File: src/rtl/regfile_wr_arbiter.sv
// Register-file write-port arbiter: round-robin req/gnt between two
// writers, plus a clear sequencer that writes zero to every address.
// Ports: clk, rst (async active-low); req0/addr0/data0/gnt0 and
// req1/addr1/data1/gnt1 requester handshakes; clr_start pulse starts a
// clear, busy flags it; WE3/A3/WD3 are the registered write outputs.
module regfile_wr_arbiter #(
   parameter int DataWidth    = 32,
   parameter int Depth        = 32,
   parameter int Addres_depth = 5,
   parameter bit ZeroGuard    = 1'b1
) (
   input  logic                    clk,
   input  logic                    rst,
   input  logic                    req0,
   input  logic [Addres_depth-1:0] addr0,
   input  logic [DataWidth-1:0]    data0,
   output logic                    gnt0,
   input  logic                    req1,
   input  logic [Addres_depth-1:0] addr1,
   input  logic [DataWidth-1:0]    data1,
   output logic                    gnt1,
   input  logic                    clr_start,
   output logic                    busy,
   output logic                    WE3,
   output logic [Addres_depth-1:0] A3,
   output logic [DataWidth-1:0]    WD3
);

   typedef enum logic {IDLE, CLEAR} state_e;

   localparam logic [Addres_depth-1:0] LastAddr =
      Addres_depth'(Depth - 1);

   state_e                  state_q, state_d;
   logic                    ptr_q, ptr_d;
   logic [Addres_depth-1:0] cnt_q, cnt_d;
   logic                    we_q, we_d;
   logic [Addres_depth-1:0] a_q, a_d;
   logic [DataWidth-1:0]    wd_q, wd_d;
   logic [Addres_depth-1:0] sel_a;
   logic [DataWidth-1:0]    sel_d;

   // ptr_q = 1 favours requester 1 on contention.
   // The clear's first write is loaded on the edge that enters CLEAR,
   // and cnt_q tracks the address currently on A3 while clearing.
   always_comb begin
      state_d = state_q;
      ptr_d   = ptr_q;
      cnt_d   = cnt_q;
      we_d    = 1'b0;
      a_d     = a_q;
      wd_d    = wd_q;
      gnt0    = 1'b0;
      gnt1    = 1'b0;
      busy    = 1'b0;
      sel_a   = addr1;
      sel_d   = data1;
      unique case (state_q)
         IDLE: begin
            if (clr_start) begin
               state_d = CLEAR;
               cnt_d   = '0;
               we_d    = 1'b1;
               a_d     = '0;
               wd_d    = '0;
            end else begin
               gnt0 = req0 & (~req1 | ~ptr_q);
               gnt1 = req1 & ~gnt0;
               if (gnt0) begin
                  sel_a = addr0;
                  sel_d = data0;
               end
               if (gnt0 | gnt1) begin
                  ptr_d = gnt0;
                  // Guarded writes to x0 are consumed silently.
                  if (!(ZeroGuard && sel_a == '0)) begin
                     we_d = 1'b1;
                     a_d  = sel_a;
                     wd_d = sel_d;
                  end
               end
            end
         end
         CLEAR: begin
            busy = 1'b1;
            if (cnt_q == LastAddr) begin
               state_d = IDLE;
               cnt_d   = '0;
            end else begin
               cnt_d = cnt_q + 1'b1;
               we_d  = 1'b1;
               a_d   = cnt_q + 1'b1;
               wd_d  = '0;
            end
         end
      endcase
   end

   always_ff @(posedge clk or negedge rst) begin
      if (!rst) begin
         state_q <= IDLE;
         ptr_q   <= 1'b0;
         cnt_q   <= '0;
         we_q    <= 1'b0;
         a_q     <= '0;
         wd_q    <= '0;
      end else begin
         state_q <= state_d;
         ptr_q   <= ptr_d;
         cnt_q   <= cnt_d;
         we_q    <= we_d;
         a_q     <= a_d;
         wd_q    <= wd_d;
      end
   end

   assign WE3 = we_q;
   assign A3  = a_q;
   assign WD3 = wd_q;

endmodule

File: config.mk
export PLATFORM = sky130hd
export DESIGN_NAME = regfile_wr_arbiter
export DESIGN_NICKNAME = d
export VERILOG_FILES = /design/src/rtl/regfile_wr_arbiter.sv
export SDC_FILE = /design/constraint.sdc
export NUM_CORES = 1
export LEC_CHECK = 0
export BUFFER_PORTS_ARGS = -buffer_cell sky130_fd_sc_hd__buf_2
export CAP_MARGIN = 20
export CORE_AREA = 3 3 86 88
export CTS_BUF_LIST = sky130_fd_sc_hd__clkbuf_16
export DETAILED_ROUTE_END_ITERATION = 7
export DIE_AREA = 0 0 89 91
export PLACE_DENSITY = 0.73
export RECOVER_POWER = 100
export SLEW_MARGIN = 20
export SYNTH_ARGS = -nofsm -noshare
export SYNTH_HDL_FRONTEND = slang
export SYNTH_SLANG_ARGS = --single-unit
File: constraint.sdc
create_clock -name clk -period 2.6 [get_ports clk]
set_clock_uncertainty 0.05 [all_clocks]
set_input_delay 0.13 -clock clk [delete_from_list [all_inputs] [get_ports clk]]
set_output_delay 0.13 -clock clk [all_outputs]
set_load 0.005 [all_outputs]
Word-level counts from Yosys, hierarchy flattened --
Index checks and enable logic that the tools add are counted.
Storage, ports and cells: register bits 45, input port bits 79, output and inout port bits 41, word-level logic and storage cells 53
Cells by class: add/subtract/negate cells 1, equal/unequal tests 5, multiplexer cells 29, bitwise operators 9, reduce and logical (&&, ||, !) cells 3
Operators by type and width (number):
- $mux 32 | 5
- $pmux 32 s2 | 1
- $mux 5 | 9
- $pmux 5 s2 | 2
- $mux 1 | 10
- $ne 3x3->1 const B | 2
- $reduce_and 3->1 | 2
- $add 5x1->5 const B | 1
- $eq 5x5->1 const B | 1
- $logic_not 5->1 | 1
- $not 1->1 | 5
- $ne 2x2->1 const B | 2
- $pmux 1 s2 | 2
- $and 1x1->1 | 2
- $or 1x1->1 | 2

Longest topological paths before layout --
word-level depth 11, gate-level depth with buffers 8, depth with buffers taken out 7

Worst setup path after synthesis --
Ideal clock, no wire load.
kind register to register, start point reg cnt_q[0], end point reg a_q[0], in the netlist A3[0], library setup time 125 ps, arrival 1951 ps, required time 2425 ps, path slack 474 ps, stages on the path, launching flop included 8, path buffers 0, period minus slack after synthesis 2126 ps, cell sequence dfrtp_1 ha_1 and3_1 ha_1 nand2_1 o21ai_1 o31ai_4 mux2_4
On the way: word-level cells in the longest chain between the ends 3, elaborated cells between the ends (all ways) 6, those cells by class add/sub (1); eq/ne (2); mux (2); reduce/logical (1)
RTL lines:
- start: declaration | RTL line 36 | logic [Addres_depth-1:0] cnt_q, cnt_d;
- start signal: assignment | RTL line 110 | cnt_q <= cnt_d;
- $add 5x1->5 / $eq 5x5->1 (equally long branches) | RTL line 92, 86
- $mux 5 / $ne 2x2->1 (equally long branches)
- $pmux 5 s2 / $reduce_and 3->1 (equally long branches)
- end signal: assignment | RTL line 105 | a_q <= '0;
- end signal: assignment | RTL line 112 | a_q <= a_d;
- end: declaration | RTL line 38 | logic [Addres_depth-1:0] a_q, a_d;
Parallel ways exist; a longest one is shown, timed or not. The select of a mux whose other input is x is not followed. A chain may end at the register's enable or synchronous reset.

Worst setup path in the final report --
start point reg cnt_q[0], end point reg wd_q[2], in the netlist WD3[2]
On the way: word-level cells in the longest chain between the ends 3
RTL lines:
- $eq 5x5->1 | RTL line 86 | if (cnt_q == LastAddr) begin
- $ne 2x2->1 (no line)
- $reduce_and 3->1 (no line)
- end signal: assignment | RTL line 113 | wd_q <= wd_d;
- end: declaration | RTL line 39 | logic [DataWidth-1:0] wd_q, wd_d;
No other way between the ends.

==> metrics.md <==
| Metric | Value |
|---|---|
| Core box area | 0.00672 mm^2 |
| I/O pin count | 120 |
| Max Buffers Root-to-Sink | 2 |
| Total track usage | 15.3% |
| Initial antenna violation count | 0 |
| Hold Vio Cnt, Final | 0 |
| Post-synth ARST share | 100% |
| Critical path startpoint category | register |
| Crit path kind | register to register |
| CP max stage delay | around 0.42 ns |
| Multi-input gate area | ~0.0014 mm^2 |
| PortBufs | 119 |
| Hold buffer count at CTS | 0 |
| Post-route minimum period | approximately 2.3 ns |
| Required @ worst endpoint | 2.75 ns |
| CTS Root Cell | clkbuf_16 |
| Synthesized-area fraction occupied by adder cells | 0.946% |
| Part of the Yosys area used for sequential elements | 42.6% |
| Top cell type's share of synthesized area | 42.6% |
| RSZ-0062 raised after global routing | no |
| Clock latency at the later pin of the worst-skew pair | 0.28 ns |
| Post-Syn Area per Cell | around 11 um^2 |
| CTS tree | yes |
| Most used DFF post-synth | dfrtp_1 |
| 1st-iter DRT viols | 38 |
| Post-Syn Nets | roughly 330 |
| Die footprint | 0.00810 mm^2 |
| Routed wire length | between 6000 and 7000 um |
| Worst R2R Path Depth | 8 |
| Final ANT Viol Nets | 0 |
| Yosys Warn Count | 0 |
| Simple-gate share of the synthesized area | about 15% |
| Worst min-delay path class | input port to register |
| Filler instances | 645 |
| Kind of end point of the critical path | register |
| Instance count of the mapped netlist | 245 |
| Drt drc | 0 |
| Register area | around 0.0011 mm^2 |
| Hpwl dp | 4640 um |
| Vias in the first global route | 2,223 |
| Mapped cell area | 0.00265 mm^2 |
| Finish-stage setup viols | 0 |
| Crit path arrival time | approximately 2.5 ns |
| Vias per std cell | 4.93 |
| # H-tree levels | 2 |
| Most numerous cell in the Yosys netlist | nand2_1 |
| R2R Setup Slk | 0.29 ns |
| F_max | 0.432 GHz |
| Post-Synth XOR/XNOR Area | 0.662% |
| Static Leakage | roughly 1.7 nW |
| Commonest cells post-synth | nand2_1, dfrtp_1, mux2i_1 |
| Slew @ Worst Pin | ~1.1 ns |
| Max cap viols | 0 |
| Final period util | roughly nine tenths |
| Overflow after GRT | 0 |
| Dpl cell area | between 0.003 and 0.004 mm^2 |
| Layout cells sized above 1 | 42.2% |
| Die span in y | 91 um |
| Pwr per Cell Area | 647 mW/mm^2 |
| Largest net degree at the start of global routing | 46 |
| FP Rows | 30 |
| Cell mode on critical path | ha_1 |
| Status | completed |
| Post-synth EDFFs | 0 |
| Die width | 89 um |
| Placer Congestion | 0.810 |
| Worst-path cell with the longest stage delay | dfrtp_1 |
| Wire per inst | 13.8 um |
| Non-Filler Cell Area, Final | roughly 0.0034 mm^2 |
| FF+latch count, synth | 45 |
| Synth area leader | dfrtp_1 |
| DR vias | ~2.2k |
| Post-synthesis mux area share | 30.4% |
| Largest family of logic cells by synthesized area | multiplexers |
| CTS buffer count | 5 |
| PostCTS Resize Cnt | 0 |
| Netlist cell types | 31 |
| Setup Buffers After CTS | 0 |
| Ant. Diodes | 0 |
| Number of detailed-route iterations in the first pass | 4 |
| Worst hold path depth | 3 |
| Synth area leaders | dfrtp_1, mux2i_1, mux2_2 |
| CTS Sinks | 45 |
| Area fraction in compound gates after synthesis | 4.92% |
| Final setup TNS | 0 ns |
| Area grow syn2layout | 27.3% |
| CP max FO | 18 |
| Peak VDD IR | 354 uV |
| Slew headroom | 25.4% |
| Worst hold slack | 0.0578 ns |
| First-pass GRT wire length | 10,000 um |
| Final core utilization | about half |
| Initial Util | 39.4% |
| Worst-path cell chain | ha_1 > and3_1 > ha_1 > nand2_1 > o21ai_1 > nor3_4 > clkbuf_4 > mux2i_1 |
| Final #Nets | ~450 |
| Pins Over Slew Limit | 0 |
| Clk slew on worst S/H paths | roughly 0.060 ns |
[through the flow]
step                power [mW]  cells  setup slack [ns]
finish                    2.18    445             0.287
global route              2.33    445            0.0907
CTS                       2.28    444             0.260
detailed placement        1.66    436             0.271
global placement          1.65    436             0.382
floorplan                 1.43    245             0.474
[registers in the layout, summed over array words and instances (netlist names)]
register and count:
A3 5, WE3 1, cnt_q 5, WD3 32, ptr_q 1, state_q 1
[cells by family after synthesis]
logic type | after synthesis
fa+ha+maj | 2
flops | 45
buf+inv | 17
simple gates | 89
xor+xnor | 2
mux | 74
compound gates | 16
[worst paths after layout]
path,start,end
hold reg to reg,A3[0],A3[0]
max in group asynchronous,rst,WD3[21]
min in group asynchronous,rst,WD3[29]
setup / recovery,cnt_q[0],WD3[2]
setup reg to reg,cnt_q[0],WD3[2]
hold / removal,req0,ptr_q
[area by class of cell]
type                       count  area share, %
clock inverter                 3          0.520
timing repair buffer         126           18.8
multi-input combinational    183           40.2
inverter                       3          0.334
tap                           80           2.97
clock buffer                   5           3.71
sequential                    45           33.4
[worst max-delay path: cells and delay by family (launching register included)]
| family | cells | cell delay, ns |
|---|---|---|
| simple gates | 3 | 0.49 |
| flops | 1 | 0.42 |
| buf+inv | 1 | 0.37 |
| compound gates | 1 | 0.15 |
| mux | 1 | 0.25 |
| fa+ha+maj | 2 | 0.48 |
[placed cells by master, fill, tap and decap left out]
cell type,synthesis,final
a21bo_1,0,1
a21boi_2,1,1
a21oi_4,1,1
a32o_1,1,1
and3_1,1,1
buf_1,0,1
buf_12,1,1
buf_2,6,98
buf_4,0,3
clkbuf_1,0,20
clkbuf_16,0,5
clkbuf_2,0,1
clkbuf_4,0,1
clkinv_2,0,2
clkinvlp_4,0,1
dfrtp_1,45,45
dlygate4sd3_1,0,1
ha_1,2,2
inv_1,1,1
inv_2,2,2
mux2_1,0,5
mux2_2,32,32
mux2i_1,37,37
nand2_1,76,76
nand2b_1,1,1
nand3_1,1,1
nor2_1,4,4
nor2b_1,1,1
nor3_4,3,3
o21ai_0,3,4
o21ai_1,4,3
o22ai_1,3,3
o31ai_1,1,1
o31ai_4,1,1
or4_4,2,2
xnor2_1,1,1
xor2_1,1,1
[where the power goes]
part | internal, mW | switching (mW)
logic | 0.336 | 0.350
registers | 0.809 | 0.0834
clock network | 0.352 | 0.251
[per-layer routing]
layer / global-route usage (%) / wire length [um] / vias to the layer above
met2: 27.0 / 3140 / 71
met5: 0 / 0 / -
met4: 3.60 / 51 / 0
met1: 18.7 / 2540 / 1047
met3: 3.27 / 395 / 6
li1: - / - / 1072
(Power assumes the default switching activity.)
